`config.mk`:
```
export PLATFORM = sky130hd
export DESIGN_NAME = seg595_frame_rx
export DESIGN_NICKNAME = d
export VERILOG_FILES = /design/src/rtl/seg595_pkg.sv /design/src/rtl/seg595_frame_rx_edge_sync.sv /design/src/rtl/seg595_frame_rx.sv
export SDC_FILE = /design/constraint.sdc
export NUM_CORES = 1
export LEC_CHECK = 0
export CORE_ASPECT_RATIO = 2
export CORE_MARGIN = 1
export CORE_UTILIZATION = 50
export CTS_BUF_LIST = sky130_fd_sc_hd__clkbuf_2
export CTS_CLUSTER_SIZE = 14
export DETAILED_ROUTE_END_ITERATION = 10
export PLACE_DENSITY_LB_ADDON = 0.1
export SLEW_MARGIN = 20
export SYNTH_ARGS = -nofsm -noshare
export SYNTH_HDL_FRONTEND = slang
export SYNTH_SLANG_ARGS = --single-unit
```
`constraint.sdc`:
```
create_clock -name clk -period 12.65 [get_ports clk]
set_input_delay 2.53 -clock clk [delete_from_list [all_inputs] [get_ports clk]]
set_output_delay 2.53 -clock clk [all_outputs]
set_load 0.1 [all_outputs]
```
`src/rtl/seg595_pkg.sv`:
```
// Shared constants, frame field positions, control states and select-decode
// helpers for the 74HC595 stream receiver.
package seg595_pkg;

  localparam int FRAME_BITS      = 16;
  localparam int NUM_DIGITS      = 8;
  localparam int TIMEOUT_CYC_12M = 120000;

  // Field positions inside one latched word.
  localparam int SEG_MSB = 15;
  localparam int SEG_LSB = 8;
  localparam int SEL_MSB = 7;
  localparam int SEL_LSB = 0;

  typedef enum logic [1:0] {
    ST_IDLE  = 2'd0,
    ST_SHIFT = 2'd1,
    ST_CHECK = 2'd2
  } rx_state_e;

  // True when the active-low digit select has exactly one 0 bit.
  function automatic logic sel_is_onehot0(input logic [7:0] sel);
    int unsigned zeros;
    zeros = 0;
    for (int i = 0; i < 8; i++) begin
      if (!sel[i]) begin
        zeros = zeros + 1;
      end else begin
        zeros = zeros;
      end
    end
    return (zeros == 1);
  endfunction

  // Position of the 0 bit in the select field; only meaningful when the
  // select is one-hot-zero.
  function automatic logic [2:0] sel_index(input logic [7:0] sel);
    logic [2:0] idx;
    idx = 3'd0;
    for (int i = 0; i < 8; i++) begin
      if (!sel[i]) begin
        idx = 3'(i);
      end else begin
        idx = idx;
      end
    end
    return idx;
  endfunction

endpackage

```
`src/rtl/seg595_frame_rx_edge_sync.sv`:
```
// Multi-stage synchronizer for one tapped bus line with rise/fall detection.
// The synchronized level carries the same delay as the edge strobes, so a data
// line passed through its own instance stays aligned with the clock line.
module edge_sync #(
  parameter int STAGES = 2
) (
  input  logic clk,
  input  logic rst_n,
  input  logic d_i,
  output logic level_o,
  output logic rise_o,
  output logic fall_o
);

  logic [STAGES-1:0] sync_q;
  logic              prev_q;

  // Synchronizer chain plus one delayed copy of its output for edge detection.
  always_ff @(posedge clk or negedge rst_n) begin
    if (!rst_n) begin
      sync_q <= {STAGES{1'b0}};
      prev_q <= 1'b0;
    end else begin
      sync_q <= {sync_q[STAGES-2:0], d_i};
      prev_q <= sync_q[STAGES-1];
    end
  end

  assign level_o = sync_q[STAGES-1];
  assign rise_o  = sync_q[STAGES-1] & ~prev_q;
  assign fall_o  = ~sync_q[STAGES-1] & prev_q;

endmodule

```
`src/rtl/seg595_frame_rx.sv`:
```
// Passive receiver for the 595 display stream: rebuilds each latched word,
// validates it, keeps a shadow of all digit segment codes, tracks scan
// completion and link liveness.
module seg595_frame_rx
  import seg595_pkg::*;
#(
  parameter int FRAME_BITS  = seg595_pkg::FRAME_BITS,
  parameter int NUM_DIGITS  = seg595_pkg::NUM_DIGITS,
  parameter int SYNC_STAGES = 2,
  parameter int TIMEOUT_CYC = seg595_pkg::TIMEOUT_CYC_12M
) (
  input  logic                    clk,
  input  logic                    rst_n,
  input  logic                    seg_sck_in,
  input  logic                    seg_rck_in,
  input  logic                    seg_din_in,
  output logic                    word_valid,
  output logic [FRAME_BITS-1:0]   word_data,
  output logic [7:0]              seg_code,
  output logic [2:0]              digit_idx,
  output logic                    frame_err,
  output logic                    scan_done,
  output logic [8*NUM_DIGITS-1:0] disp_mem,
  output logic                    link_alive
);

  localparam int TMO_W = $clog2(TIMEOUT_CYC + 1);
  localparam logic [TMO_W-1:0] TMO_MAX = TMO_W'(TIMEOUT_CYC);

  logic sck_rise_s, rck_rise_s, din_s;
  logic sck_lvl_s, sck_fall_s, rck_lvl_s, rck_fall_s, din_rise_s, din_fall_s;

  edge_sync #(.STAGES(SYNC_STAGES)) u_sync_sck (
    .clk(clk), .rst_n(rst_n), .d_i(seg_sck_in),
    .level_o(sck_lvl_s), .rise_o(sck_rise_s), .fall_o(sck_fall_s)
  );
  edge_sync #(.STAGES(SYNC_STAGES)) u_sync_rck (
    .clk(clk), .rst_n(rst_n), .d_i(seg_rck_in),
    .level_o(rck_lvl_s), .rise_o(rck_rise_s), .fall_o(rck_fall_s)
  );
  edge_sync #(.STAGES(SYNC_STAGES)) u_sync_din (
    .clk(clk), .rst_n(rst_n), .d_i(seg_din_in),
    .level_o(din_s), .rise_o(din_rise_s), .fall_o(din_fall_s)
  );

  rx_state_e                state_q, state_d;
  logic [FRAME_BITS-1:0]    shreg_q, shreg_d;
  logic [4:0]               bit_cnt_q, bit_cnt_d;
  logic [FRAME_BITS-1:0]    word_data_q, word_data_d;
  logic [7:0]               seg_code_q, seg_code_d;
  logic [2:0]               digit_idx_q, digit_idx_d;
  logic [8*NUM_DIGITS-1:0]  disp_mem_q, disp_mem_d;
  logic [NUM_DIGITS-1:0]    scan_mask_q, scan_mask_d;
  logic [TMO_W-1:0]         tmo_cnt_q, tmo_cnt_d;
  logic                     link_alive_q, link_alive_d;
  logic                     word_valid_q, word_valid_d;
  logic                     frame_err_q, frame_err_d;
  logic                     scan_done_q, scan_done_d;

  logic                     frame_ok_s;
  logic [2:0]               idx_s;
  logic [NUM_DIGITS-1:0]    mask_set_s;

  // The latch judges the word as it stood before any coincident shift.
  assign frame_ok_s = (bit_cnt_q == 5'(FRAME_BITS)) &&
                      sel_is_onehot0(shreg_q[SEL_MSB:SEL_LSB]);
  assign idx_s      = sel_index(shreg_q[SEL_MSB:SEL_LSB]);
  assign mask_set_s = scan_mask_q | (NUM_DIGITS'(1) << idx_s);

  // Control state: SHIFT while bits arrive, CHECK for the cycle the result pulses.
  always_comb begin
    state_d = state_q;
    case (state_q)
      ST_IDLE: begin
        if (rck_rise_s) begin
          state_d = ST_CHECK;
        end else if (sck_rise_s) begin
          state_d = ST_SHIFT;
        end else begin
          state_d = ST_IDLE;
        end
      end
      ST_SHIFT: begin
        if (rck_rise_s) begin
          state_d = ST_CHECK;
        end else begin
          state_d = ST_SHIFT;
        end
      end
      ST_CHECK: state_d = ST_IDLE;
      default:  state_d = ST_IDLE;
    endcase
  end

  // Datapath next state: shifting, latch evaluation, shadow memory, scan and timeout.
  always_comb begin
    shreg_d      = shreg_q;
    bit_cnt_d    = bit_cnt_q;
    word_data_d  = word_data_q;
    seg_code_d   = seg_code_q;
    digit_idx_d  = digit_idx_q;
    disp_mem_d   = disp_mem_q;
    scan_mask_d  = scan_mask_q;
    tmo_cnt_d    = tmo_cnt_q;
    link_alive_d = link_alive_q;
    word_valid_d = 1'b0;
    frame_err_d  = 1'b0;
    scan_done_d  = 1'b0;

    if (sck_rise_s) begin
      shreg_d = {shreg_q[FRAME_BITS-2:0], din_s};
      if (bit_cnt_q != 5'd31) begin
        bit_cnt_d = bit_cnt_q + 5'd1;
      end else begin
        bit_cnt_d = bit_cnt_q;
      end
    end else begin
      shreg_d = shreg_q;
    end

    // A coincident shift becomes bit 1 of the next frame.
    if (rck_rise_s) begin
      bit_cnt_d = sck_rise_s ? 5'd1 : 5'd0;
    end else begin
      bit_cnt_d = bit_cnt_d;
    end

    if (rck_rise_s && frame_ok_s) begin
      word_data_d  = shreg_q;
      seg_code_d   = shreg_q[SEG_MSB:SEG_LSB];
      digit_idx_d  = idx_s;
      disp_mem_d[{idx_s, 3'b000} +: 8] = shreg_q[SEG_MSB:SEG_LSB];
      word_valid_d = 1'b1;
      tmo_cnt_d    = {TMO_W{1'b0}};
      link_alive_d = 1'b1;
      if (&mask_set_s) begin
        scan_done_d = 1'b1;
        scan_mask_d = {NUM_DIGITS{1'b0}};
      end else begin
        scan_mask_d = mask_set_s;
      end
    end else begin
      frame_err_d = rck_rise_s;
      if (tmo_cnt_q != TMO_MAX) begin
        tmo_cnt_d = tmo_cnt_q + TMO_W'(1);
      end else begin
        tmo_cnt_d = tmo_cnt_q;
      end
      if (tmo_cnt_d == TMO_MAX) begin
        link_alive_d = 1'b0;
      end else begin
        link_alive_d = link_alive_q;
      end
    end
  end

  // State and datapath registers; every output comes straight from a flop.
  always_ff @(posedge clk or negedge rst_n) begin
    if (!rst_n) begin
      state_q      <= ST_IDLE;
      shreg_q      <= {FRAME_BITS{1'b0}};
      bit_cnt_q    <= 5'd0;
      word_data_q  <= {FRAME_BITS{1'b0}};
      seg_code_q   <= 8'd0;
      digit_idx_q  <= 3'd0;
      disp_mem_q   <= {(8*NUM_DIGITS){1'b0}};
      scan_mask_q  <= {NUM_DIGITS{1'b0}};
      tmo_cnt_q    <= {TMO_W{1'b0}};
      link_alive_q <= 1'b0;
      word_valid_q <= 1'b0;
      frame_err_q  <= 1'b0;
      scan_done_q  <= 1'b0;
    end else begin
      state_q      <= state_d;
      shreg_q      <= shreg_d;
      bit_cnt_q    <= bit_cnt_d;
      word_data_q  <= word_data_d;
      seg_code_q   <= seg_code_d;
      digit_idx_q  <= digit_idx_d;
      disp_mem_q   <= disp_mem_d;
      scan_mask_q  <= scan_mask_d;
      tmo_cnt_q    <= tmo_cnt_d;
      link_alive_q <= link_alive_d;
      word_valid_q <= word_valid_d;
      frame_err_q  <= frame_err_d;
      scan_done_q  <= scan_done_d;
    end
  end

  assign word_valid = word_valid_q;
  assign word_data  = word_data_q;
  assign seg_code   = seg_code_q;
  assign digit_idx  = digit_idx_q;
  assign frame_err  = frame_err_q;
  assign scan_done  = scan_done_q;
  assign disp_mem   = disp_mem_q;
  assign link_alive = link_alive_q;

endmodule
```
Word level (Yosys, flattened, before mapping)
Cells that the tools add are included.

cells by class
  add/sub/neg operators = 10
  shift operators = 3
  bitwise logic cells = 5
  reductions and logical operators = 7
  multiplexer cells = 30
  equality and inequality tests = 5

operators with widths
  cell                                                  count
  adder 32 x 1 -> 32 bit, second input constant         7
  2-to-1 mux 32 bit                                     7
  bitwise mux 64 bit                                    1
  variable shift 8 x 8 -> 64 bit, first input constant  1
  variable part select 8 x 8 -> 64 bit                  1
  2-to-1 mux 17 bit                                     3
  equality test 32 x 1 -> 1 bit, second input constant  1
  2-to-1 mux 3 bit                                      6
  adder 17 x 1 -> 17 bit, second input constant         1
  equality test 17 bit, second input constant           1
  != test 17 bit, second input constant                 1
  2-to-1 mux 5 bit                                      3
  2-to-1 mux 1 bit                                      9
  2-to-1 mux 8 bit                                      1
  negation 6 -> 8 bit                                   1
  OR 8 bit                                              1
  AND reduction 8 bit                                   1
  << shifter 1 x 3 -> 8 bit, first input constant       1
  nonzero test 2 bit                                    3
  adder 5 x 1 -> 5 bit, second input constant           1
  equality test 5 bit, second input constant            1
  != test 5 bit, second input constant                  1
  bitwise AND 1 bit                                     2
  logical AND 1 bit                                     2
  other kinds (2)                                       3

word-level totals
  logic and storage cells = 77
  flip-flop bits (word level) = 149

Depth between registers and ports, before layout
  depth in word-level cells = 22
  depth in mapped cells = 29
  mapped depth without buffers = 28

Hierarchy
Synthesis repeated with hierarchy kept, for this count alone.

second synthesis, totals
  cell total of the unflattened synthesis = 638
  area total of the unflattened synthesis = 7030.5 sq um

modules (own cells, without submodules)
  module           cells an instance  area an instance (sq um)  instances  sequential area each (sq um)
  seg595_frame_rx  623                6760.2                    1          3328.2
  edge_sync        5                  90.1                      3          75.1

Least setup slack after synthesis
OpenSTA, ideal clock, no wires.

  path kind = flip-flop to flip-flop
  from = register shreg_q[1]
  to = register disp_mem_q[32], in the netlist disp_mem[32]
  path buffers = 1
  stages on the path, launching flop included = 26
  data required time = 12.522 ns
  library setup time = 0.128 ns
  path slack = 8.000 ns
  arrival time = 4.522 ns
  clock period less this slack = 4.650 ns
  cell sequence = dfrtp_1 inv_1 ha_1 buf_6 xnor2_1 ha_1 nand2b_1 nand2_1 ha_1 nand2b_1 nand2_1 ha_1 nor2_1 a31oi_1 nor2_1 inv_1 ha_1 nor2_1 a21oi_1 ha_1 o311a_2 nor3_4 o21ai_2 clkinv_2 nand4_4 mux2_1

on the way
  word-level cells in the longest chain between the ends = 16

RTL lines
  element                        RTL line                source
  from (decl)                    seg595_frame_rx.sv:47   logic [FRAME_BITS-1:0] shreg_q, shreg_d;
  from (signal assigned)         seg595_frame_rx.sv:161  shreg_q <= {FRAME_BITS{1'b0}};
  from (signal assigned)         seg595_frame_rx.sv:175  shreg_q <= shreg_d;
  2-to-1 mux 32 bit              seg595_pkg.sv:26        if (!sel[i]) begin
  adder 32 x 1 -> 32 bit         seg595_pkg.sv:27        zeros = zeros + 1;
  2-to-1 mux 32 bit              seg595_pkg.sv:26
  adder 32 x 1 -> 32 bit         seg595_pkg.sv:27
  2-to-1 mux 32 bit              seg595_pkg.sv:26
  adder 32 x 1 -> 32 bit         seg595_pkg.sv:27
  2-to-1 mux 32 bit              seg595_pkg.sv:26
  adder 32 x 1 -> 32 bit         seg595_pkg.sv:27
  2-to-1 mux 32 bit              seg595_pkg.sv:26
  adder 32 x 1 -> 32 bit         seg595_pkg.sv:27
  2-to-1 mux 32 bit              seg595_pkg.sv:26
  adder 32 x 1 -> 32 bit         seg595_pkg.sv:27
  2-to-1 mux 32 bit              seg595_pkg.sv:26
  equality test 32 x 1 -> 1 bit  seg595_pkg.sv:32        return (zeros == 1);
  logical AND 1 bit              seg595_frame_rx.sv:65   assign frame_ok_s = (bit_cnt_q == 5'(FRAME_BITS)) &&
  logical AND 1 bit              seg595_frame_rx.sv:128  if (rck_rise_s && frame_ok_s) begin
  to (signal assigned)           seg595_frame_rx.sv:166  disp_mem_q <= {(8*NUM_DIGITS){1'b0}};
  to (signal assigned)           seg595_frame_rx.sv:180  disp_mem_q <= disp_mem_d;
  to (decl)                      seg595_frame_rx.sv:52   logic [8*NUM_DIGITS-1:0] disp_mem_q, disp_mem_d;

Parallel ways exist; a longest one is shown, timed or not.
A chain may end at the register's enable or synchronous reset.

Worst setup path after layout
  from = register shreg_q[1]
  to = register disp_mem_q[37], in the netlist disp_mem[37]

The elaborated chain is that of the path after synthesis.

==> flow_summary.ini <==
[die]
die_w_um = 85.5
die_y_um = 169
fp.dieArea_mm2 = 0.0144
placementRows = 60
core_area_mm2 = 0.0135
pin_count = 100
start_util = 0.515

[placed_design]
post_dp_cell_area_mm2 = 0.00796
dp_cells = 907
dpl_worst_slack_ns = 6.82
dp_hpwl_um = 11600
io_buffers = 99
gp_congestion = 0.876

[final_layout]
stdcell_count = 940
drive_above_1_share = 0.101
fill_cells = 1162
area_growth_pct = 17.9
fin_nets = 795
utilization = 0.608
final_area_mm2 = 0.00821

[synth]
synth.avg_cell_area_um2 = 10.0
yosys_warnings = 0
synth_area_mm2 = 0.00697
synth_cells = 694
synth.top_cells.by_count = dfrtp_1, nand2_1, inv_1
ys_top_cells_by_area = dfrtp_1, nand2_1, mux2i_1, mux2_2, ha_1
yosys.area.top_type = dfrtp_1
yosys_most_used_dff = dfrtp_1
yosys.cell_types.count = 64
syn_nets = 718
async_flop_share = 1.00
yosys.cell_count.top_type = dfrtp_1
synth_seq_cells = 141
yosysTopAreaCellShare = 0.507
synth-edff-count = 0
ys_seq_area_frac = 0.507

[sta]
hold_viol = 0
slew_viol_final = 0
finalHoldWorstSlack_ns = 0.384
clock_skew_ns = 0.0363
relSlewSlack = 0.304
fmax_mhz = 170
final.setup.worst_slack_ns = 6.78
rsz0062_at_grt = no
tightest_slew_ns = 1.04
fin_crit_sh = 0.464
layout_min_cycle_time_ns = 5.87
setup_violations = 0
finalSetupTns_ns = 0

[detailed_routing]
dr_total_vias = 5143
ant_nets = 0
wl_per_cell_um = 17.2
drt-pass1-iter-count = 4
drt_iter0_markers = 276
finalWirelength_um = 16100
viasPerCell = 5.47
drc = 0

[clock_tree]
cts_sinks = 141
root_buffer = clkbuf_2
path_clk_slew_ns = 0.23
clk-insertion-delay-late_ns = 0.70
clockBufferDepth = 2
h-tree-depth = 4
tritoncts = built
cts_resized = 0
holdBufCountCts = 0
post_cts_buffers = 0
cts_buffers = 17

[hold_path]
hold_class = flip-flop to flip-flop

[global_routing]
grt_max_degree = 76
grt_overflow = 0
antenna_found_initial = 1
grt_pass1_vias = 5196
grt_first_pass_wirelength_um = 26700
grt_use_total = 0.240

[worst_setup_path]
path_max_fanout = 34
path_buf_inv = 4
path_class = flip-flop to flip-flop
crit_top_cell = ha_1
worstSetupEndpointType = flip-flop
required_ns = 13.26
slowest_stage = clkinv_2
arrival_ns = 6.48
critPathLaunchType = flip-flop
crit_family = adder cells
cpPeakStageDelay_ns = 0.48

[power_and_ir_drop]
swShare = 0.384
p_leak_nw = 3.87
power.density_mw_per_mm2 = 143
p_total_mw = 1.18
internal_power_mw = 0.724
switchingPower_mw = 0.452
p_comb_frac = 0.327
p_seq_frac = 0.446
vdd_ir_drop_max_mv = 0.0841
pwr-share-clk = 0.226

[status]
outcome = complete, no violations

[run]
drv_cap = 0
-- flip-flops by register name, summed over array words and instances, names as in the netlist, 2 cells and up --
name and cells:
scan_mask_q 8, word_data 16, u_sync_sck.sync_q 2, shreg_q 16, u_sync_din.sync_q 2, bit_cnt_q 5, u_sync_rck.sync_q 2, disp_mem 64
digit_idx 3, tmo_cnt_q 17
-- worst paths after layout --
kind                                            from              endpoint  slack, ns  cells after the start
max in group asynchronous                      rst_n        scan_mask_q[3]       9.46                      2
worst max-delay path                      shreg_q[1]          disp_mem[37]       6.78                     28
worst min register to register  u_sync_rck.sync_q[0]  u_sync_rck.sync_q[1]       0.38                      0
worst min-delay path            u_sync_rck.sync_q[0]  u_sync_rck.sync_q[1]       0.38                      0
worst max register to register            shreg_q[1]          disp_mem[37]       6.78                     28
min in group asynchronous                      rst_n  u_sync_din.sync_q[0]       1.78                      1
-- per-layer routing --
layer  vias up  wire [µm]  GRT usage
met5         -          0          0
met4         0        408     0.0906
met3        31        644     0.0556
met2       123       8920      0.439
met1      2539       6170      0.264
li1       2450          -          -
-- power groups by stage --
stage / Clock, mW / Sequential, mW / Combinational (mW)
2_1_floorplan: 0 / 0.485 / 0.340
5_1_grt: 0.293 / 0.529 / 0.430
6_report: 0.266 / 0.525 / 0.385
3_5_place_dp: 0 / 0.532 / 0.382
4_1_cts: 0.276 / 0.525 / 0.385
3_3_place_gp: 0 / 0.531 / 0.366
-- cell type report --
type	count	area [µm²]	share of cell area
multi-input combinational	454	3020	0.368
sequential	141	3530	0.430
timing repair buffer	101	1010	0.123
clock inverter	14	154	0.0187
clock buffer	18	90.1	0.0110
inverter	56	211	0.0258
antenna	1	2.50	0.000305
tap	155	194	0.0236
-- cells by family after synthesis --
kind of cell | count (synthesis) | synth area share
AO/OA/AOI/OAI | 73 | 0.0645
buffers and inverters | 99 | 0.0609
AND/OR/NAND/NOR | 261 | 0.181
adder cells (fa/ha/maj) | 19 | 0.0341
flip-flops | 141 | 0.507
XOR/XNOR | 33 | 0.0499
multiplexers | 68 | 0.103
-- cells in the final DEF, fill, tap and decap left out, drive strengths merged, types with 5 or more instances in the layout --
master and count:
xnor2 16, a31oi 7, dfrtp 141, mux2 27, clkinv 5, and2 5
nor3 5, nor2b 13, nand2 133, and3 10, nand2b 6, nand4 9
clkdlybuf4s50 98, nor2 41, a21oi 17, o21ai 29, clkbuf 18, mux2i 41
nand3 15, ha 19, inv 62, xor2 13
Power figures use the tool's default switching activity.
